<file path="src/rtl/adc_seq_pkg.sv">
// Shared types and LTC2308 framing constants for the ADC scan controller.
package adc_seq_pkg;

  typedef enum logic [1:0] {
    IDLE = 2'd0,
    CONV = 2'd1,
    XFER = 2'd2
  } seq_state_t;

  localparam int LTC_FRAME_BITS = 12;
  localparam int MAX_CH         = 8;

  localparam logic CFG_SD  = 1'b1;
  localparam logic CFG_UNI = 1'b1;
  localparam logic CFG_SLP = 1'b0;

  // Single-ended, unipolar; the odd/sign bit carries ch[0], S1:S0 carry ch[2:1].
  function automatic logic [LTC_FRAME_BITS-1:0] cfg_word(input logic [2:0] ch);
    return {CFG_SD, ch[0], ch[2], ch[1], CFG_UNI, CFG_SLP, 6'b0};
  endfunction

endpackage

</file>
<file path="src/rtl/adc_spi_shifter.sv">
// Twelve-bit full-duplex shifter for the LTC2308 frame: generates sclk,
// drives din MSB first and captures dout on the last low cycle of each bit.
module adc_spi_shifter
  import adc_seq_pkg::*;
#(
  parameter int CLK_DIV = 2
) (
  input  logic                      clk,
  input  logic                      rst,
  input  logic                      start,
  input  logic [LTC_FRAME_BITS-1:0] tx_word,
  input  logic                      dout,
  output logic                      done,
  output logic [LTC_FRAME_BITS-1:0] rx_word,
  output logic                      sclk,
  output logic                      din
);

  localparam int DIV_W = $clog2(CLK_DIV + 1);

  logic                      active;
  logic                      high;
  logic [DIV_W-1:0]          div_cnt;
  logic [3:0]                bit_cnt;
  logic [LTC_FRAME_BITS-1:0] tx_sr;

  always_ff @(posedge clk) begin
    if (rst) begin
      active  <= 1'b0;
      high    <= 1'b0;
      div_cnt <= '0;
      bit_cnt <= '0;
      tx_sr   <= '0;
      rx_word <= '0;
    end else if (start) begin
      active  <= 1'b1;
      high    <= 1'b0;
      div_cnt <= DIV_W'(CLK_DIV - 1);
      bit_cnt <= 4'(LTC_FRAME_BITS - 1);
      tx_sr   <= tx_word;
    end else if (active) begin
      if (div_cnt != '0) begin
        div_cnt <= div_cnt - 1'b1;
      end else begin
        div_cnt <= DIV_W'(CLK_DIV - 1);
        if (!high) begin
          // last low cycle: sample just before sclk rises
          high    <= 1'b1;
          rx_word <= {rx_word[LTC_FRAME_BITS-2:0], dout};
        end else if (bit_cnt == '0) begin
          active <= 1'b0;
          high   <= 1'b0;
        end else begin
          high    <= 1'b0;
          bit_cnt <= bit_cnt - 1'b1;
          tx_sr   <= {tx_sr[LTC_FRAME_BITS-2:0], 1'b0};
        end
      end
    end
  end

  assign done = active & high & (div_cnt == '0) & (bit_cnt == '0);
  assign sclk = active & high;
  assign din  = active & tx_sr[LTC_FRAME_BITS-1];

endmodule

</file>
<file path="src/rtl/adc_seq_ctrl.sv">
// LTC2308 round-robin scan controller with per-channel averaging and a
// latest-value register bank.
//   state | meaning
//   IDLE  | not scanning, cs_n high, next frame unprimed
//   CONV  | cs_n high for CONV_CYCLES while the ADC converts
//   XFER  | cs_n low, shift out next config / shift in previous result
module adc_seq_ctrl
  import adc_seq_pkg::*;
#(
  parameter int NUM_CH      = 8,
  parameter int CLK_DIV     = 2,
  parameter int CONV_CYCLES = 80,
  parameter int DATA_W      = 12,
  parameter int AVG_LOG2    = 0
) (
  input  logic              clk_clk,
  input  logic              reset_reset,
  input  logic              enable,
  input  logic [NUM_CH-1:0] ch_mask,
  output logic              result_valid,
  output logic [2:0]        result_ch,
  output logic [DATA_W-1:0] result_data,
  input  logic [2:0]        rd_ch,
  output logic [DATA_W-1:0] rd_data,
  output logic              adc_external_interface_sclk,
  output logic              adc_external_interface_cs_n,
  input  logic              adc_external_interface_dout,
  output logic              adc_external_interface_din
);

  localparam int ACC_W = DATA_W + AVG_LOG2;
  localparam int CNT_W = AVG_LOG2 + 1;
  localparam int CNV_W = $clog2(CONV_CYCLES + 1);

  seq_state_t                state, state_nxt;
  logic [CNV_W-1:0]          conv_cnt;
  logic [2:0]                cfg_ch;
  logic [2:0]                ch_sent;
  logic                      primed;
  logic                      run;
  logic                      frame_start;
  logic                      shift_start;
  logic                      shift_done;
  logic [LTC_FRAME_BITS-1:0] rx_word;
  logic [ACC_W-1:0]          acc_sum;
  logic                      cnt_hit;
  logic [ACC_W-1:0]          acc  [MAX_CH];
  logic [CNT_W-1:0]          cnt  [MAX_CH];
  logic [DATA_W-1:0]         bank [MAX_CH];

  function automatic logic [2:0] first_ch(input logic [NUM_CH-1:0] m);
    logic [2:0] r;
    r = '0;
    for (int i = NUM_CH - 1; i >= 0; i--) if (m[i]) r = 3'(i);
    return r;
  endfunction

  // lowest enabled channel above cur, else wrap to the lowest enabled
  function automatic logic [2:0] next_ch(input logic [2:0] cur, input logic [NUM_CH-1:0] m);
    logic [2:0] r;
    r = first_ch(m);
    for (int i = NUM_CH - 1; i >= 0; i--) if (m[i] && (3'(i) > cur)) r = 3'(i);
    return r;
  endfunction

  assign run = enable & (|ch_mask);

  always_comb begin
    state_nxt   = state;
    shift_start = 1'b0;
    case (state)
      IDLE: if (run) state_nxt = CONV;
      CONV: begin
        if (conv_cnt == '0) begin
          state_nxt   = XFER;
          shift_start = 1'b1;
        end
      end
      XFER: if (shift_done) state_nxt = run ? CONV : IDLE;
      default: state_nxt = IDLE;
    endcase
  end

  assign frame_start = (state_nxt == CONV) && (state != CONV);
  assign acc_sum     = acc[ch_sent] + ACC_W'(DATA_W'(rx_word));
  assign cnt_hit     = (cnt[ch_sent] == CNT_W'((1 << AVG_LOG2) - 1));

  always_ff @(posedge clk_clk) begin
    if (reset_reset) begin
      state        <= IDLE;
      conv_cnt     <= '0;
      cfg_ch       <= '0;
      ch_sent      <= '0;
      primed       <= 1'b0;
      result_valid <= 1'b0;
      result_ch    <= '0;
      result_data  <= '0;
      for (int i = 0; i < MAX_CH; i++) begin
        acc[i]  <= '0;
        cnt[i]  <= '0;
        bank[i] <= '0;
      end
    end else begin
      state        <= state_nxt;
      result_valid <= 1'b0;
      if (frame_start) begin
        conv_cnt <= CNV_W'(CONV_CYCLES - 1);
        cfg_ch   <= (state == IDLE) ? first_ch(ch_mask) : next_ch(cfg_ch, ch_mask);
      end else if (conv_cnt != '0) begin
        conv_cnt <= conv_cnt - 1'b1;
      end
      if (shift_done) begin
        ch_sent <= cfg_ch;
        primed  <= run;
        if (primed) begin
          if (cnt_hit) begin
            result_valid <= 1'b1;
            result_ch    <= ch_sent;
            result_data  <= DATA_W'(acc_sum >> AVG_LOG2);
            acc[ch_sent] <= '0;
            cnt[ch_sent] <= '0;
          end else begin
            acc[ch_sent] <= acc_sum;
            cnt[ch_sent] <= cnt[ch_sent] + 1'b1;
          end
        end
      end
      if (result_valid) bank[result_ch] <= result_data;
    end
  end

  assign rd_data = (int'(rd_ch) < NUM_CH) ? bank[rd_ch] : '0;
  assign adc_external_interface_cs_n = (state != XFER);

  adc_spi_shifter #(
    .CLK_DIV(CLK_DIV)
  ) u_shifter (
    .clk     (clk_clk),
    .rst     (reset_reset),
    .start   (shift_start),
    .tx_word (cfg_word(cfg_ch)),
    .dout    (adc_external_interface_dout),
    .done    (shift_done),
    .rx_word (rx_word),
    .sclk    (adc_external_interface_sclk),
    .din     (adc_external_interface_din)
  );

endmodule

</file>
<file path="config.mk">
export PLATFORM = sky130hd
export DESIGN_NAME = adc_seq_ctrl
export DESIGN_NICKNAME = d
export VERILOG_FILES = /design/src/rtl/adc_seq_pkg.sv /design/src/rtl/adc_spi_shifter.sv /design/src/rtl/adc_seq_ctrl.sv
export SDC_FILE = /design/constraint.sdc
export NUM_CORES = 1
export LEC_CHECK = 0
export ABC_CLOCK_PERIOD_IN_PS = 10500
export CORE_ASPECT_RATIO = 2
export CORE_MARGIN = 10
export CORE_UTILIZATION = 42
export CTS_CLUSTER_SIZE = 16
export DETAILED_ROUTE_END_ITERATION = 10
export GPL_TIMING_DRIVEN = 0
export HOLD_SLACK_MARGIN = 0.12
export PLACE_DENSITY = 0.57
export RECOVER_POWER = 100
export SYNTH_ARGS = -nofsm -noshare
export SYNTH_HDL_FRONTEND = slang
export SYNTH_HIERARCHICAL = 1
export SYNTH_SLANG_ARGS = --single-unit
</file>
<file path="constraint.sdc">
create_clock -name clk_clk -period 10.5 [get_ports clk_clk]
set_input_delay 1.575 -clock clk_clk [delete_from_list [all_inputs] [get_ports clk_clk]]
set_output_delay 1.575 -clock clk_clk [all_outputs]
set_load 0.005 [all_outputs]
</file>
== Word-level counts from Yosys, hierarchy flattened ==
Memories as Yosys holds them, arrays and structs flattened. A register that Yosys moved wholly into a read port is not among the register bits.
Cells that the tools add are included.

* Add/subtract/negate cells: 5
* Order comparisons: 8
* Equal/unequal tests: 7
* Multiplexer cells: 75
* Bitwise logic cells: 12
* Reduce and logical (&&, ||, !) cells: 29

{| class="wikitable"
|+ Operator list
! operator !! count
|-
| $mux W12 || 8
|-
| $mux W3 || 24
|-
| $mux W1 || 31
|-
| $reduce_or A12 Y1 || 2
|-
| $mux W4 || 5
|-
| $mux W7 || 2
|-
| $add A12 B12 Y12 || 1
|-
| $gt A3 B3 Y1 const A || 4
|-
| $reduce_and A4 Y1 || 3
|-
| $logic_and A1 B1 Y1 || 9
|-
| $mux W2 || 4
|-
| $reduce_bool A2 Y1 || 4
|-
| $reduce_or A8 Y1 || 1
|-
| $logic_not A7 Y1 || 1
|-
| $reduce_bool A7 Y1 || 1
|-
| $sub A7 B1 Y7 const B || 1
|-
| $gt A1 B3 Y1 const A || 2
|-
| $gt A2 B3 Y1 const A || 2
|-
| $ne A2 B2 Y1 const B || 3
|-
| $pmux W2 S3 || 1
|-
| $and A1 B1 Y1 || 5
|-
| $not A1 Y1 || 5
|-
| $eq A2 B1 Y1 const B || 2
|-
| $logic_not A2 Y1 || 2
|-
| 11 further kinds || 13
|}

* Bits in registers: 57
* RAM bits: 200
* Input port bits: 15
* Output and inout port bits: 31
* Word-level logic and storage cells: 156
* Memories kept: 3

{| class="wikitable"
|+ Memory list
! name !! words !! bits a word !! read ports !! clocked after Yosys merged registers in !! write ports !! RTL line !! text
|-
| acc || 8 || 12 || 1 || 1 || 8 || adc_seq_ctrl.sv:47 || <nowiki>logic [ACC_W-1:0] acc [MAX_CH];</nowiki>
|-
| bank || 8 || 12 || 1 || 0 || 8 || adc_seq_ctrl.sv:49 || <nowiki>logic [DATA_W-1:0] bank [MAX_CH];</nowiki>
|-
| cnt || 8 || 1 || 1 || 1 || 8 || adc_seq_ctrl.sv:48 || <nowiki>logic [CNT_W-1:0] cnt [MAX_CH];</nowiki>
|}

== Logic depth before layout (Yosys ltp) ==
Gate-level depths: netlist of the first run.

* Depth in word-level cells: 17
* Gate-level depth with buffers: 13
* Gate-level depth less buffers: 11

== By module ==
Netlist of the first run, hierarchy kept.

{| class="wikitable"
|+ Modules (own cells, without submodules)
! module !! instances !! cells each !! area an instance (sq um)
|-
| adc_seq_ctrl || 1 || 800 || 10887.9
|-
| adc_spi_shifter || 1 || 172 || 1435.1
|}

== Worst setup path after synthesis of the first run ==
OpenSTA, ideal clock, no wires.

* Kind: input -> output
* From: in rd_ch[0]
* To: out rd_data[0]
* Arrival time: 2.987 ns
* Required time: 8.925 ns
* Setup slack: 5.938 ns
* Stages: 4
* Cells stage by stage: clkbuf_1 buf_2 mux4_2 mux2_2

* Longest elaborated chain between the ends: 1

{| class="wikitable"
|+ Ends and longest elaborated chain
! item !! RTL line !! text
|-
| start: declaration || adc_seq_ctrl.sv:23 || <nowiki>input logic [2:0] rd_ch,</nowiki>
|-
| $mem_v2 Z8 W12 || -- ||
|-
| end: declaration || adc_seq_ctrl.sv:24 || <nowiki>output logic [DATA_W-1:0] rd_data,</nowiki>
|}

No other way between the ends.

== Worst setup path in the final report of the first run ==
* From: in rd_ch[0]
* To: out rd_data[3]

Same word-level chain as after synthesis.

==> reports/metrics.yaml, run 1 <==
ys_warn_count: 6
design.core.area_um2: 28960
drt_iter0_drc: 490
async_reset_ff_share_pct: 0
crit_top_cell: "clkbuf_1"
post-route-min-period_ns: 5.752
post-route-period-util_pct: 54.78
worst-setup-path-type: "in2out"
synth_edf_count: 200
hold_violations: 0
cts_tree: "built"
grt_first_pass_wirelength_um: 47950
grtUsageTotal_pct: 16.71
worst_pin_slew_ns: 1.296
drc_errors: 0
cts_repair_resize_count: 0
fin_cells: 1435
p_int_mw: 1.703
final_common_cell: "edfxtp_1"
areaGrowthSynthToFinish_pct: 13.44
yosysTopAreaCellShare_pct: 48.74
p_per_area_nw_per_um2: 158.8
num_vias: 7934
fin_tns_setup_ns: 0
whs_endpoint: "u_shifter/tx_sr[3]$_SDFFE_PP0P_"
final_nets: 1087
die_h_um: 262.2
fp.dieArea_um2: 37010
final_core_util_pct: 48.28
cts.clk_slew.worst_paths_ns: 0.07
final_layout_size_suffix_gt1_share_pct: 11.63
min_path_cells: 2
slew_violations: 0
p_sw_mw: 0.5175
rsz0062_at_grt: "false"
cts.sinks: 267
avgSynthCellArea_um2: 12.68
worstPathArrival_ns: 4.18
post_cts_buffers: 0
status: "finished, final reports clean"
antenna_found_initial: 0
power.leakage_nw: 4.787
die_x_um: 141.1
hold_path_class: "reg2reg"
dpl.cell_count: 1390
max_freq_mhz: 173.8
placed_cell_area_um2: 13260
fin_skew_ns: 0.03208
synth_cells: 972
grt_pass1_vias: 8375
numPortBuffers: 43
routed_wirelength_um: 31350
setup_violations: 0
r2r_cells: 13
clkPwrFrac_pct: 38.8
netlist_top_cells_area: "edfxtp_1, dfxtp_1, mux4_2"
synth_flop_cell: "edfxtp_1"
start_util_pct: 42.56
design_area_um2: 13980
hp-start: "u_shifter/tx_sr[2]$_SDFFE_PP0P_"
total_power_mw: 2.220
cts_buffers: 24
ios: 46
slowest_stage: "clkbuf_1"
switching_share_pct: 23.31
dp_hpwl_um: 23590
pwr-share-comb_pct: 7.6
synth_top_area_cell: "edfxtp_1"
seq_area_frac_synth_pct: 59.62
cts_hold_buffers: 0
end_kind: "output pin"
startpoint_type: "input pin"
clockBufferDepth: 3
h-tree-depth: 1
max_stage_delay_ns: 0.76
clock_latency_ns: 0.55
maxCapViolCount: 0
drtPass1Iterations: 5
slew-limit-headroom_pct: 12.99
cts_root_buffer: "clkbuf_16"
antenna_cells: 0
syn_area_um2: 12320
routed_via_density: 5.529
gp_congestion: 0.8374
fp-row-count: 88
most-common-layout-cells: "edfxtp_1, nor2_1, dfxtp_1"
crit_chain: "clkbuf_1 > clkbuf_1 > mux4_2 > mux2_2 > dlygate4sd3_1"
wire_per_inst_um: 21.85
peakVddDrop_uv: 101.0
cp.required_ns: 8.93
overflow: 0
grt_max_degree: 17
rrSetupSlack_ns: 5.60
crit_fanout: 10
drtAntennaViolNets: 0
p_seq_share_pct: 53.6
ys_ff_latch: 267
synth_cell_type_count: 67
rr_endpoint: "acc[4][8]$_SDFFCE_PN0P_"
cell type report:
type	instances	area (um^2)
Timing Repair Buffer	44	434.2
Clock inverter	15	110.1
Tap cell	360	450.4
Fill cell	2624	14980
Sequential cell	267	7347
Clock buffer	29	640.6
Multi-Input combinational cell	642	4676
Buffer	55	235.2
Inverter	23	86.33
synthesized netlist by cell type (all sizes together) (5+ instances only):
master  number
edfxtp     200
nor2       137
and2        83
dfxtp       67
mux4        50
clkbuf      42
nand3       38
o21ai       33
a21oi       32
mux2        25
nand2b      25
nand2       24
nor3        24
inv         21
a31oi       18
ha          14
mux2i       14
buf         13
o21bai      11
a211oi       9
or2          9
nor4         7
xnor2        7
a21o         5
o211ai       5
or3          5
layer usage:
metal / track usage [%] / up-vias / wire length, um
li1: - / 3752 / -
met1: 15.40 / 3958 / 10120
met2: 33.54 / 163 / 18670
met3: 1.826 / 61 / 958
met4: 8.977 / 0 / 1600
met5: 0 / - / 0
worst max-delay path: cells and delay by family:
kind | cells | cell delay [ns]
multiplexers | 2 | 0.90
buffers and inverters | 3 | 1.70
stage by stage:
step	setup slack [ns]	hold slack, ns
floorplan	5.938	0.4551
global placement	5.151	0.4745
detailed placement	5.142	0.4767
CTS	5.137	0.4829
global route	4.511	0.4921
finish	4.748	0.4827
worst max-delay path by stage:
stage	startpoint	endpoint
3_5_place_dp	rd_ch[0]	rd_data[3]
2_1_floorplan	rd_ch[0]	rd_data[0]
5_1_grt	rd_ch[0]	rd_data[3]
3_3_place_gp	rd_ch[0]	rd_data[3]
6_report	rd_ch[0]	rd_data[3]
4_1_cts	rd_ch[0]	rd_data[3]
registers in the layout, summed over array words and instances (netlist names), 2 cells and up, named ones only:
| register | count |
|---|---|
| cfg_ch | 3 |
| result_data | 12 |
| bank | 96 |
| acc | 96 |
| conv_cnt | 7 |
| u_shifter/rx_word | 12 |
| ch_sent | 3 |
| state | 2 |
| result_ch | 3 |
| u_shifter/tx_sr | 12 |
| u_shifter/bit_cnt | 4 |
| cnt | 8 |
| u_shifter/div_cnt | 2 |
cell families after synthesis:
| family | share of synthesized area, % |
|---|---|
| AO/OA/AOI/OAI | 7.057 |
| XOR/XNOR | 0.7818 |
| adder cells (fa/ha/maj) | 1.584 |
| buffers and inverters | 2.660 |
| flip-flops | 59.62 |
| multiplexers | 12.66 |
| other | 0.06094 |
| AND/OR/NAND/NOR | 15.58 |
power by group through the flow:
stage                     registers, mW  clock network, mW  logic, mW
after floorplan                    1.20                  0      0.117
after global placement             1.21                  0      0.172
after detailed placement           1.21                  0      0.173
after CTS                          1.19              0.878      0.174
after global routing               1.19              0.916      0.186
final                              1.19              0.861      0.169
No activity file was read; power rests on OpenSTA's default activity.
==> run 2, diff against run 1 <==
--- a/config.mk
+++ b/config.mk
@@ -5,7 +5,7 @@
 export SDC_FILE = /design/constraint.sdc
 export NUM_CORES = 1
 export LEC_CHECK = 0
-export ABC_CLOCK_PERIOD_IN_PS = 10500
+export ABC_CLOCK_PERIOD_IN_PS = 5200
 export CORE_ASPECT_RATIO = 2
 export CORE_MARGIN = 10
 export CORE_UTILIZATION = 42
@@ -13,7 +13,7 @@
 export DETAILED_ROUTE_END_ITERATION = 10
 export GPL_TIMING_DRIVEN = 0
 export HOLD_SLACK_MARGIN = 0.12
-export PLACE_DENSITY = 0.57
+export PLACE_DENSITY = 0.6
 export RECOVER_POWER = 100
 export SYNTH_ARGS = -nofsm -noshare
 export SYNTH_HDL_FRONTEND = slang
==> constraint.sdc (replaced) <==
create_clock -name clk_clk -period 5.2 [get_ports clk_clk]
set_input_delay 0.78 -clock clk_clk [delete_from_list [all_inputs] [get_ports clk_clk]]
set_output_delay 0.78 -clock clk_clk [all_outputs]
set_load 0.005 [all_outputs]
==> run 2 against run 1 <==
Net effect:
- hold slack improved by 0.0034 ns
- critical path depth rose by 7
- clock power rose by 96%
- flip-flop and latch count did not move
- critical path type is now reg2reg
- combinational power rose by 100%
- first-iteration DRC count rose by 13%
- total power rose by 100%
- non-clock buffer count fell by 1
- register-to-register slack got worse by 5.1 ns
- clock skew fell by 0.014 ns
- via count fell by 1.6%
- sequential share of layout area rose by 0.066 points
- critical endpoint is now acc[7][6]$_SDFFCE_PN0P_
==> reports/metrics.yaml, run 2 (synthesis results as in run 1) <==
drt_iter0_drc: 556  # +13%
end_kind: "flop"
grt_max_degree: 17  # unchanged
clock_latency_ns: 0.53  # -0.02 ns
cts_tree: "built"
grt_pass1_vias: 8415  # +0.48%
maxCapViolCount: 0  # unchanged
antenna_found_initial: 0  # unchanged
num_vias: 7810  # -1.6%
antenna_cells: 0  # unchanged
fin_skew_ns: 0.01835  # -0.01373 ns
cts_root_buffer: "clkbuf_16"
reg_top3: "acc (96), bank (96)"
p_sw_mw: 0.9996  # +93%
cts_repair_resize_count: 0  # unchanged
slew-limit-headroom_pct: 14.78  # +1.8 points
max_stage_delay_ns: 1.01  # +0.25 ns
final_core_util_pct: 48.22  # -0.061 points
dpl.cell_count: 1390  # unchanged
cts.sinks: 267  # unchanged
worst_pin_slew_ns: 1.271  # -0.02516 ns
p_int_mw: 3.431  # +100%
p_seq_share_pct: 54.2  # +0.6 points
nFillCells: 2625  # +0.038%
post-route-period-util_pct: 91.01
clockBufferDepth: 3  # unchanged
switching_share_pct: 22.56  # -0.75 points
drc_errors: 0  # unchanged
drtAntennaViolNets: 0  # unchanged
start_util_pct: 42.56  # unchanged
gp_congestion: 0.8892  # +6.2%
slew_violations: 0  # unchanged
dp_hpwl_um: 23630  # +0.18%
design.core.area_um2: 28960  # unchanged
status: "finished, final reports clean"
cts_buffers: 24  # unchanged
cts.clk_slew.worst_paths_ns: 0.07  # about the same
h-tree-depth: 1  # unchanged
numPortBuffers: 43  # unchanged
wire_per_inst_um: 21.45  # -1.8%
grt_first_pass_wirelength_um: 47990  # about the same
fin_cells: 1434  # -0.070%
dp_slack_ns: 0.3695  # -4.772 ns
die_x_um: 141.1  # unchanged
overflow: 0  # unchanged
p_per_area_nw_per_um2: 317.3  # +100%
cts_hold_buffers: 0  # unchanged
worst-setup-path-type: "reg2reg"
startpoint_type: "flop"
final_common_cell: "edfxtp_1"
setup_violations: 0  # unchanged
routed_via_density: 5.446  # -1.5%
slowest_stage: "a211oi_1"
ios: 46  # unchanged
cp.required_ns: 5.43  # -3.50 ns
worstPathArrival_ns: 4.96  # +0.78 ns
peakVddDrop_uv: 239.7  # +140%
fp.dieArea_um2: 37010  # unchanged
crit_top_cell: "clkbuf_1"
drtPass1Iterations: 5  # unchanged
areaGrowthSynthToFinish_pct: 13.30
die_h_um: 262.2  # unchanged
rsz0062_at_grt: "false"
grtUsageTotal_pct: 16.60  # -0.11 points
hold_path_class: "reg2reg"
max_freq_mhz: 211.3
final_layout_size_suffix_gt1_share_pct: 11.55  # -0.082 points
most-common-layout-cells: "edfxtp_1, nor2_1, dfxtp_1"
fin_hold_ws_ns: 0.4860  # +0.003352 ns
clkPwrFrac_pct: 38.1  # -0.7 points
crit_chain: "clkbuf_1 > clkbuf_1 > mux4_2 > mux2_1 > ha_1 > inv_1 > fa_1 > nor2b_1 > o21ai_0 > a21o_1 > a211oi_1 > nor2_1"
crit_fanout: 10  # unchanged
fp-row-count: 88  # unchanged
fin_ws_ns: 0.4674  # -4.280 ns
final_nets: 1086  # -0.092%
power.leakage_nw: 4.748  # -0.80%
fin_tns_setup_ns: 0  # unchanged
routed_wirelength_um: 30760  # -1.9%
post_cts_buffers: 0  # unchanged
pwr-share-comb_pct: 7.7  # about the same
post-route-min-period_ns: 4.733
hold_violations: 0  # unchanged
## run 2: changes by cell type in the layout (fill, tap and decap cells not counted), sizes merged
cell | previous run | this run
clkbuf | 77 | 82
bufinv | 1 | 0
dlygate4sd3 | 30 | 29
clkdlybuf4s50 | 13 | 14
inv | 21 | 22
clkinvlp | 3 | 4
buf | 8 | 6
clkinv | 13 | 8
## run 2: area by class of cell
cell class              count  area (um^2)  area share, %
plain buffers              55        220.2          1.577
clock buffers              33        685.7          4.911
clock inverters            11        61.31         0.4391
inverters                  23        86.33         0.6183
multi-input cells         642         4681          33.52
flip-flops and latches    267         7347          52.62
well taps                 360        450.4          3.226
repair buffers             43        430.4          3.083
## run 2: routing by layer
metal | global-route usage (%) | routed length [um] | vias to the layer above
met3 | 1.916 | 878 | 70
met4 | 8.501 | 1550 | 0
li1 | - | - | 3745
met2 | 33.81 | 18640 | 162
met1 | 14.93 | 9692 | 3833
met5 | 0 | 0 | -
## run 2: metrics by stage
| stage | area (um^2) | total power [mW] |
|---|---|---|
| floorplan | 12380 | 2.670 |
| global placement | 13260 | 2.792 |
| detailed placement | 13260 | 2.799 |
| CTS | 14010 | 4.475 |
| global route | 13960 | 4.587 |
| finish | 13960 | 4.431 |
## run 2: worst paths after layout
path | startpoint | endpoint | slack [ns] | cells after the start
setup / recovery | flop | acc[7][6]$_SDFFCE_PN0P_ | 0.47 | 12
hold / removal | u_shifter/tx_sr[10]$_SDFFE_PP0P_ | u_shifter/tx_sr[11]$_SDFFE_PP0P_ | 0.49 | 2
hold reg to reg | u_shifter/tx_sr[10]$_SDFFE_PP0P_ | u_shifter/tx_sr[11]$_SDFFE_PP0P_ | 0.49 | 2
setup reg to reg | flop | acc[7][6]$_SDFFCE_PN0P_ | 0.47 | 12
## run 2: critical path: cells and delay by family, from the launching register on
kind                     cells  cell delay (ns)
multiplexers                 2             0.57
flip-flops                   1             0.32
AND/OR/NAND/NOR              2             0.32
adder cells (fa/ha/maj)      2             0.61
AO/OA/AOI/OAI                3             1.47
buffers and inverters        3             1.15
## run 2: power groups by stage
stage / sequential [mW] / combinational (mW) / clock, mW
5_1_grt: 2.41 / 0.375 / 1.80
2_1_floorplan: 2.43 / 0.237 / 0
3_3_place_gp: 2.45 / 0.346 / 0
6_report: 2.40 / 0.340 / 1.69
4_1_cts: 2.40 / 0.351 / 1.72
3_5_place_dp: 2.45 / 0.349 / 0
